--- src/rtl/key_detect_module.sv ---
// key_detect_module
//   Debounced push-button input stage. The raw active-low key passes through
//   a two-flop synchroniser and a four-state debounce FSM. The FSM produces a
//   clean pressed level plus one-cycle press, release and long-press pulses.
//
// Ports
//   CLK          in   system clock (50 MHz)
//   RSTn         in   asynchronous active-low reset
//   Key_In       in   raw key, active-low, asynchronous to CLK, may bounce
//   Key_Level    out  debounced key state, 1 = pressed
//   Key_Press    out  one-cycle pulse on accepted press
//   Key_Release  out  one-cycle pulse on accepted release
//   Key_Long     out  one-cycle pulse, at most once per press, after LONG held cycles
//
// State table
//   state      | meaning
//   IDLE       | key released and stable, waiting for a low sample
//   PRESS_DB   | key seen low, counting stable low samples
//   HELD       | press accepted, counting toward long-press
//   RELEASE_DB | key seen high while held, counting stable high samples

module key_detect_module #(
  parameter logic [25:0] DEBOUNCE = 26'd499_999,
  parameter logic [25:0] LONG     = 26'd49_999_999
) (
  input  logic CLK,
  input  logic RSTn,
  input  logic Key_In,
  output logic Key_Level,
  output logic Key_Press,
  output logic Key_Release,
  output logic Key_Long
);

  typedef enum logic [1:0] {
    IDLE       = 2'd0,
    PRESS_DB   = 2'd1,
    HELD       = 2'd2,
    RELEASE_DB = 2'd3
  } state_t;

  logic        r_s1;
  logic        r_s2;
  state_t      r_state;
  logic [25:0] r_cnt;
  logic        r_long_done;
  logic        r_level;
  logic        r_press;
  logic        r_release;
  logic        r_long;

  state_t      w_state_nxt;
  logic [25:0] w_cnt_nxt;
  logic        w_long_done_nxt;
  logic        w_level_nxt;
  logic        w_press_nxt;
  logic        w_release_nxt;
  logic        w_long_nxt;

  // Synchronisers reset to 1 (released) so a key held through reset is
  // seen as a fresh high->low transition and fully debounced.
  always_ff @(posedge CLK or negedge RSTn) begin
    if (!RSTn) begin
      r_s1        <= 1'b1;
      r_s2        <= 1'b1;
      r_state     <= IDLE;
      r_cnt       <= 26'd0;
      r_long_done <= 1'b0;
      r_level     <= 1'b0;
      r_press     <= 1'b0;
      r_release   <= 1'b0;
      r_long      <= 1'b0;
    end else begin
      r_s1        <= Key_In;
      r_s2        <= r_s1;
      r_state     <= w_state_nxt;
      r_cnt       <= w_cnt_nxt;
      r_long_done <= w_long_done_nxt;
      r_level     <= w_level_nxt;
      r_press     <= w_press_nxt;
      r_release   <= w_release_nxt;
      r_long      <= w_long_nxt;
    end
  end

  always_comb begin
    w_state_nxt = r_state;
    case (r_state)
      IDLE: begin
        if (!r_s2) w_state_nxt = PRESS_DB;
      end
      PRESS_DB: begin
        if (r_s2)                  w_state_nxt = IDLE;
        else if (r_cnt == DEBOUNCE) w_state_nxt = HELD;
      end
      HELD: begin
        if (r_s2) w_state_nxt = RELEASE_DB;
      end
      RELEASE_DB: begin
        if (!r_s2)                 w_state_nxt = HELD;
        else if (r_cnt == DEBOUNCE) w_state_nxt = IDLE;
      end
      default: w_state_nxt = IDLE;
    endcase
  end

  always_comb begin
    w_cnt_nxt       = r_cnt;
    w_long_done_nxt = r_long_done;
    w_level_nxt     = r_level;
    w_press_nxt     = 1'b0;
    w_release_nxt   = 1'b0;
    w_long_nxt      = 1'b0;
    case (r_state)
      IDLE: begin
        if (!r_s2) w_cnt_nxt = 26'd0;
      end
      PRESS_DB: begin
        if (r_s2) begin
          w_cnt_nxt = 26'd0;
        end else if (r_cnt == DEBOUNCE) begin
          w_cnt_nxt   = 26'd0;
          w_level_nxt = 1'b1;
          w_press_nxt = 1'b1;
        end else begin
          w_cnt_nxt = r_cnt + 26'd1;
        end
      end
      HELD: begin
        // Counter freezes once the long pulse has fired, so it cannot wrap.
        if (r_s2) begin
          w_cnt_nxt = 26'd0;
        end else if (!r_long_done && (r_cnt == LONG)) begin
          w_long_nxt      = 1'b1;
          w_long_done_nxt = 1'b1;
        end else if (!r_long_done) begin
          w_cnt_nxt = r_cnt + 26'd1;
        end
      end
      RELEASE_DB: begin
        // A bounce back to low keeps long_done, so Key_Long fires at most once.
        if (!r_s2) begin
          w_cnt_nxt = 26'd0;
        end else if (r_cnt == DEBOUNCE) begin
          w_cnt_nxt       = 26'd0;
          w_level_nxt     = 1'b0;
          w_release_nxt   = 1'b1;
          w_long_done_nxt = 1'b0;
        end else begin
          w_cnt_nxt = r_cnt + 26'd1;
        end
      end
      default: begin
        w_cnt_nxt       = 26'd0;
        w_long_done_nxt = 1'b0;
        w_level_nxt     = 1'b0;
      end
    endcase
  end

  assign Key_Level   = r_level;
  assign Key_Press   = r_press;
  assign Key_Release = r_release;
  assign Key_Long    = r_long;

endmodule
--- config.mk ---
export PLATFORM = sky130hd
export DESIGN_NAME = key_detect_module
export DESIGN_NICKNAME = d
export VERILOG_FILES = /design/src/rtl/key_detect_module.sv
export SDC_FILE = /design/constraint.sdc
export NUM_CORES = 1
export LEC_CHECK = 0
export BUFFER_PORTS_ARGS = -buffer_cell sky130_fd_sc_hd__buf_2
export CELL_PAD_IN_SITES_DETAIL_PLACEMENT = 0
export CELL_PAD_IN_SITES_GLOBAL_PLACEMENT = 2
export CORE_MARGIN = 5
export CORE_UTILIZATION = 39
export DETAILED_ROUTE_END_ITERATION = 16
export GPL_TIMING_DRIVEN = 0
export HOLD_SLACK_MARGIN = 0.03
export PLACE_DENSITY_LB_ADDON = 0.1
export SLEW_MARGIN = 30
export SYNTH_ARGS = -nofsm -noshare
export SYNTH_HDL_FRONTEND = slang
export SYNTH_SLANG_ARGS = --single-unit
--- constraint.sdc ---
create_clock -name CLK -period 2.56 [get_ports CLK]
set_input_delay 0.512 -clock CLK [delete_from_list [all_inputs] [get_ports CLK]]
set_output_delay 0.512 -clock CLK [all_outputs]
set_load 0.01 [all_outputs]
======== After elaboration in Yosys (flattened, before gate mapping) ========
Index checks and enable logic that the tools add are counted.
Widths: inputs -> output; s select.
word-level totals
  register bits ........................... 35
  output and inout port bits .............. 4
  input bits .............................. 3
cells by class
  reduce and logical (&&, ||, !) cells .... 9
  eq/ne operators ......................... 17
  muxes and demuxes ....................... 31
  add/subtract/negate cells ............... 1
operator list
  cell                   count
  $mux 26                7
  $pmux 26 s4            1
  $add 26x1->26 const B  1
  $eq 26x19->1 const B   1
  $eq 26x26->1 const B   1
  $ne 2x2->1 const B     8
  $mux 1                 14
  $mux 2                 6
  $ne 3x3->1 const B     4
  $reduce_and 5->1       2
  $pmux 2 s4             1
  $eq 2x2->1 const B     2
  $pmux 1 s2             2
  $reduce_and 4->1       1
  $reduce_bool 2->1      2
  $reduce_and 3->1       1
  $eq 2x1->1 const B     1
  $logic_not 2->1        1
  $logic_and 1x1->1      1
  $logic_not 1->1        1

======== Longest topological paths before layout ========
  depth after elaboration ................. 5
  depth in mapped cells ................... 9

======== Worst setup path after synthesis ========
OpenSTA, ideal clock, no wires.
  path kind ............................... register -> register
  start ................................... register r_cnt[0]
  end ..................................... register r_cnt[8]
  buffers on the path ..................... 2
  data arrival time ....................... 2022 ps
  required time ........................... 2423 ps
  path slack .............................. 402 ps
  cell stages (with the launch flop) ...... 10
  period minus slack after synthesis ...... 2158 ps
  cells stage by stage .................... dfrtp_1 > ha_1 > inv_1 > or3_1 > clkbuf_1 > o41a_1 > clkbuf_1 > nand3_1 > xor2_1 > nor2_1
between the ends
  word-level cells in the longest chain between the ends .. 5
  elaborated cells between the ends (all ways) .. 13
  those cells by class .................... add/sub (1); eq/ne (3); mux (7); reduce/logical (2)
RTL lines
  what                      line           RTL
  start: declaration        45             logic [25:0] r_cnt;
  start signal: assignment  77             r_cnt <= w_cnt_nxt;
  $add 26x1->26             126, 137, 150
  $mux 26                   136            end else if (!r_long_done) begin
  $mux 26                   133            end else if (!r_long_done && (r_cnt == LONG)) begin
  $mux 26                   131            if (r_s2) begin
  $pmux 26 s4               114            case (r_state)
Parallel ways exist; a longest one is shown, timed or not. The select of a mux whose other input is x is not followed.
A chain may end at the register's enable or synchronous reset.

======== Worst setup path in the final report ========
  start ................................... register r_cnt[9]
  end ..................................... register r_cnt[24]
Same word-level chain as after synthesis.

==> impl_metrics.yaml <==
outcome:
  status: "finished, final reports clean"
clocking:
  clock_path_buffers: 2
  cts_hold_buf: 0
  cts_root_buffer: "clkbuf_8"
  htreeDepth: 2
  clock-sinks: 35
  clk_pin_slew_ns: 0.07
  numCtsBuffers: 5
  clk_latency_ns: 0.28
  tritoncts: "done"
timing:
  finalHoldViolCount: 0
  setup_viol: 0
  rsz0062_at_grt: "no"
  fmax_mhz: 427
  finalCritPeriodShare_pct: 91.4
  final_max_slew_viol_count: 0
  slew_headroom_pct: 46.6
  fin_crit_ns: 2.34
  tightest_slew_ns: 0.802
  whs_ns: 0.313
  fin_worst_skew_ns: 0.00537
  setup-tns-final_ns: 0
routing:
  avgViaCountPerCell: 5.54
  drtIter0Drc: 81
  wl_per_cell_um: 15.9
  ant_nets: 0
  wl_um: 4120
  vias: 1434
  firstDrtPassIters: 4
  drc: 0
cells_and_area:
  n_antenna_cell: 0
  final_cells: 259
  final_layout_size_suffix_gt1_share_pct: 18.0
  fin_nets: 208
  post-route-cell-area_mm2: 0.00208
  area_growth_pct: 12.2
worst_setup_path:
  ff2ff_setup_slack_ns: 0.22
  path_class: "flip-flop to flip-flop"
  reg2reg_to: "r_cnt[24]$_DFFE_PN0P_"
  worstReg2RegStart: "r_cnt[9]$_DFFE_PN0P_"
  required_ns: 2.72
  setup.worst_path.start_class: "flip-flop"
  worst-path-max-fanout: 10
  crit_arrival_ns: 2.50
  r2r_cells: 6
  worst_setup_path_end_kind: "flip-flop"
logic_synthesis:
  ys_types: 44
  yosysSeqAreaShare_pct: 47.3
  synthesis.nets: 195
  synth_enable_flop_cells: 0
  syn_area_mm2: 0.00186
  yosysMostFrequentCell: "dfrtp_1"
  ys_warn_count: 0
  ys_seq_elements: 35
  avgSynthCellArea_um2: 9.71
  synth_commonest_cells: "dfrtp_1 (33), nor2_1 (23), nand2_1 (13)"
  synthCells: 191
  yosysTopAreaCellShare_pct: 44.5
  synth_area_leader_cell: "dfrtp_1"
  async_reset_ff_share_pct: 100
  yosys-top-cells-area: "dfrtp_1 (45%), xor2_1 (4.7%), nor2_1 (4.7%)"
  synth_flop_cell: "dfrtp_1"
grt:
  grt_start_max_net_pins: 36
  grtUsageTotal_pct: 14.6
  antenna_found_initial: 0
  grt_pass1_wl_um: 7040
  grt_remaining_overflow: 0
  grt_pass1_vias: 1386
floorplan:
  die_width_um: 79.0
  io_pins: 7
  coreArea_mm2: 0.00466
  start_util_pct: 39.8
  die_y_um: 79.0
  num_rows: 25
  design.die.area_mm2: 0.00624
power:
  combPwrFrac_pct: 5.3
  ir_drop_uv: 214
  power.leakage_uw: 0.000897
  seqPwrFrac_pct: 53.0
  power_frac_clock_pct: 41.7
  p_sw_uw: 241
  power.density_mw_per_mm2: 509
  switching_share_pct: 22.7
  power.internal_uw: 819
placement:
  port_buffers: 6
  dpl.hpwl_um: 2940
  placed_area_mm2: 0.00195
  gp_congestion: 0.743
  post-place-cells: 251
worst_hold_path:
  hp-class: "input port to async pin"
job:
  drv_cap: 0
## cell type report
cell class | count | area, um2
clock buffers | 8 | 100
multi-input cells | 144 | 950
flip-flops and latches | 35 | 878
inverters | 6 | 22.5
repair buffers | 7 | 37.5
fillers | 450 | 2580
plain buffers | 5 | 26.3
well taps | 54 | 67.6
## worst max-delay path: stages, from the launching register on
cell	delay (ns)
dfrtp_1	0.43
nor4_1	0.43
nor2b_1	0.31
a31oi_1	0.21
nor2_2	0.40
clkbuf_2	0.35
nor2_1	0.09
## per-layer routing
layer	share of wire, %	vias up	GRT usage (%)
met1	49	701	20.6
met2	47	23	22.4
li1	-	706	-
met5	0	-	0
met4	0.92	0	3.61
met3	3.8	4	3.85
## per-stage QoR
step	total power [uW]	worst slack, ns	utilization, %
after floorplan	601	0.402	-
after global placement	624	-0.136	41.9
after detailed placement	625	-0.140	41.9
after CTS	1080	0.0223	44.3
after global routing	1110	0.0370	44.7
final	1060	0.220	44.7
## sequential cells by signal, summed over array words and instances (netlist names), named ones only
register     cells
Key_Level        1
Key_Long         1
r_state          1
Key_Release      1
r_s1             1
r_cnt           26
Key_Press        1
r_long_done      1
r_s2             1
## layout by cell type, fill, tap and decap left out, drive strengths merged
cell type   n
or4         2
nand2      14
nand4b      1
o41a        1
and3        5
a21oi       1
nand3      11
and4        5
inv         5
or3         2
a31oi       2
dfrtp      33
buf         8
nor2       26
o31ai       1
nor3       12
nand2b      1
mux2        1
nor4        5
a2bb2oi     1
nand3b      1
dfstp       2
a21o        4
o21ai       9
ha          1
nand4       5
clkbuf     12
a22o        6
clkinv      1
nor4b       3
xor2       10
nor4bb      1
nor2b       3
xnor2       8
and2        2
## power by group through the flow
stage,logic (uW),registers (uW),clock network (uW)
CTS,55.5,562,463
detailed placement,52.7,572,0
global route,64.2,562,486
floorplan,29.5,572,0
finish,56.0,562,442
global placement,52.3,572,0
## what timing repair did
action / 4_1_cts / 5_1_grt
pin swaps: 1 / 1
endpoints found under the setup margin: 20 / 21
buffers inserted: 1 / 0
gates resized for setup: 3 / 4
## logic make-up (layout without fill, tap and decap cells)
| logic type | count (synthesis) | count (layout) | synth area share (%) |
|---|---|---|---|
| AND/OR/NAND/NOR | 99 | 99 | 30.7 |
| flip-flops | 35 | 35 | 47.3 |
| AO/OA/AOI/OAI | 25 | 25 | 9.51 |
| XOR/XNOR | 18 | 18 | 8.50 |
| buffers and inverters | 12 | 26 | 2.70 |
| adder cells (fa/ha/maj) | 1 | 1 | 0.674 |
| multiplexers | 1 | 1 | 0.607 |
## worst max-delay path by stage
| stage | from | to | slack (ns) | depth (start not counted) |
|---|---|---|---|---|
| after floorplan | r_cnt[0]$_DFFE_PN0P_ | r_cnt[8]$_DFFE_PN0P_ | 0.40 | 9 |
| after global placement | r_cnt[11]$_DFFE_PN0P_ | r_cnt[0]$_DFFE_PN0P_ | -0.14 | 6 |
| after detailed placement | r_cnt[11]$_DFFE_PN0P_ | r_cnt[0]$_DFFE_PN0P_ | -0.14 | 6 |
| after CTS | r_cnt[0]$_DFFE_PN0P_ | r_cnt[8]$_DFFE_PN0P_ | 0.02 | 8 |
| after global routing | r_cnt[11]$_DFFE_PN0P_ | r_cnt[20]$_DFFE_PN0P_ | 0.04 | 6 |
| final | r_cnt[9]$_DFFE_PN0P_ | r_cnt[24]$_DFFE_PN0P_ | 0.22 | 6 |
(Power assumes the default switching activity.)
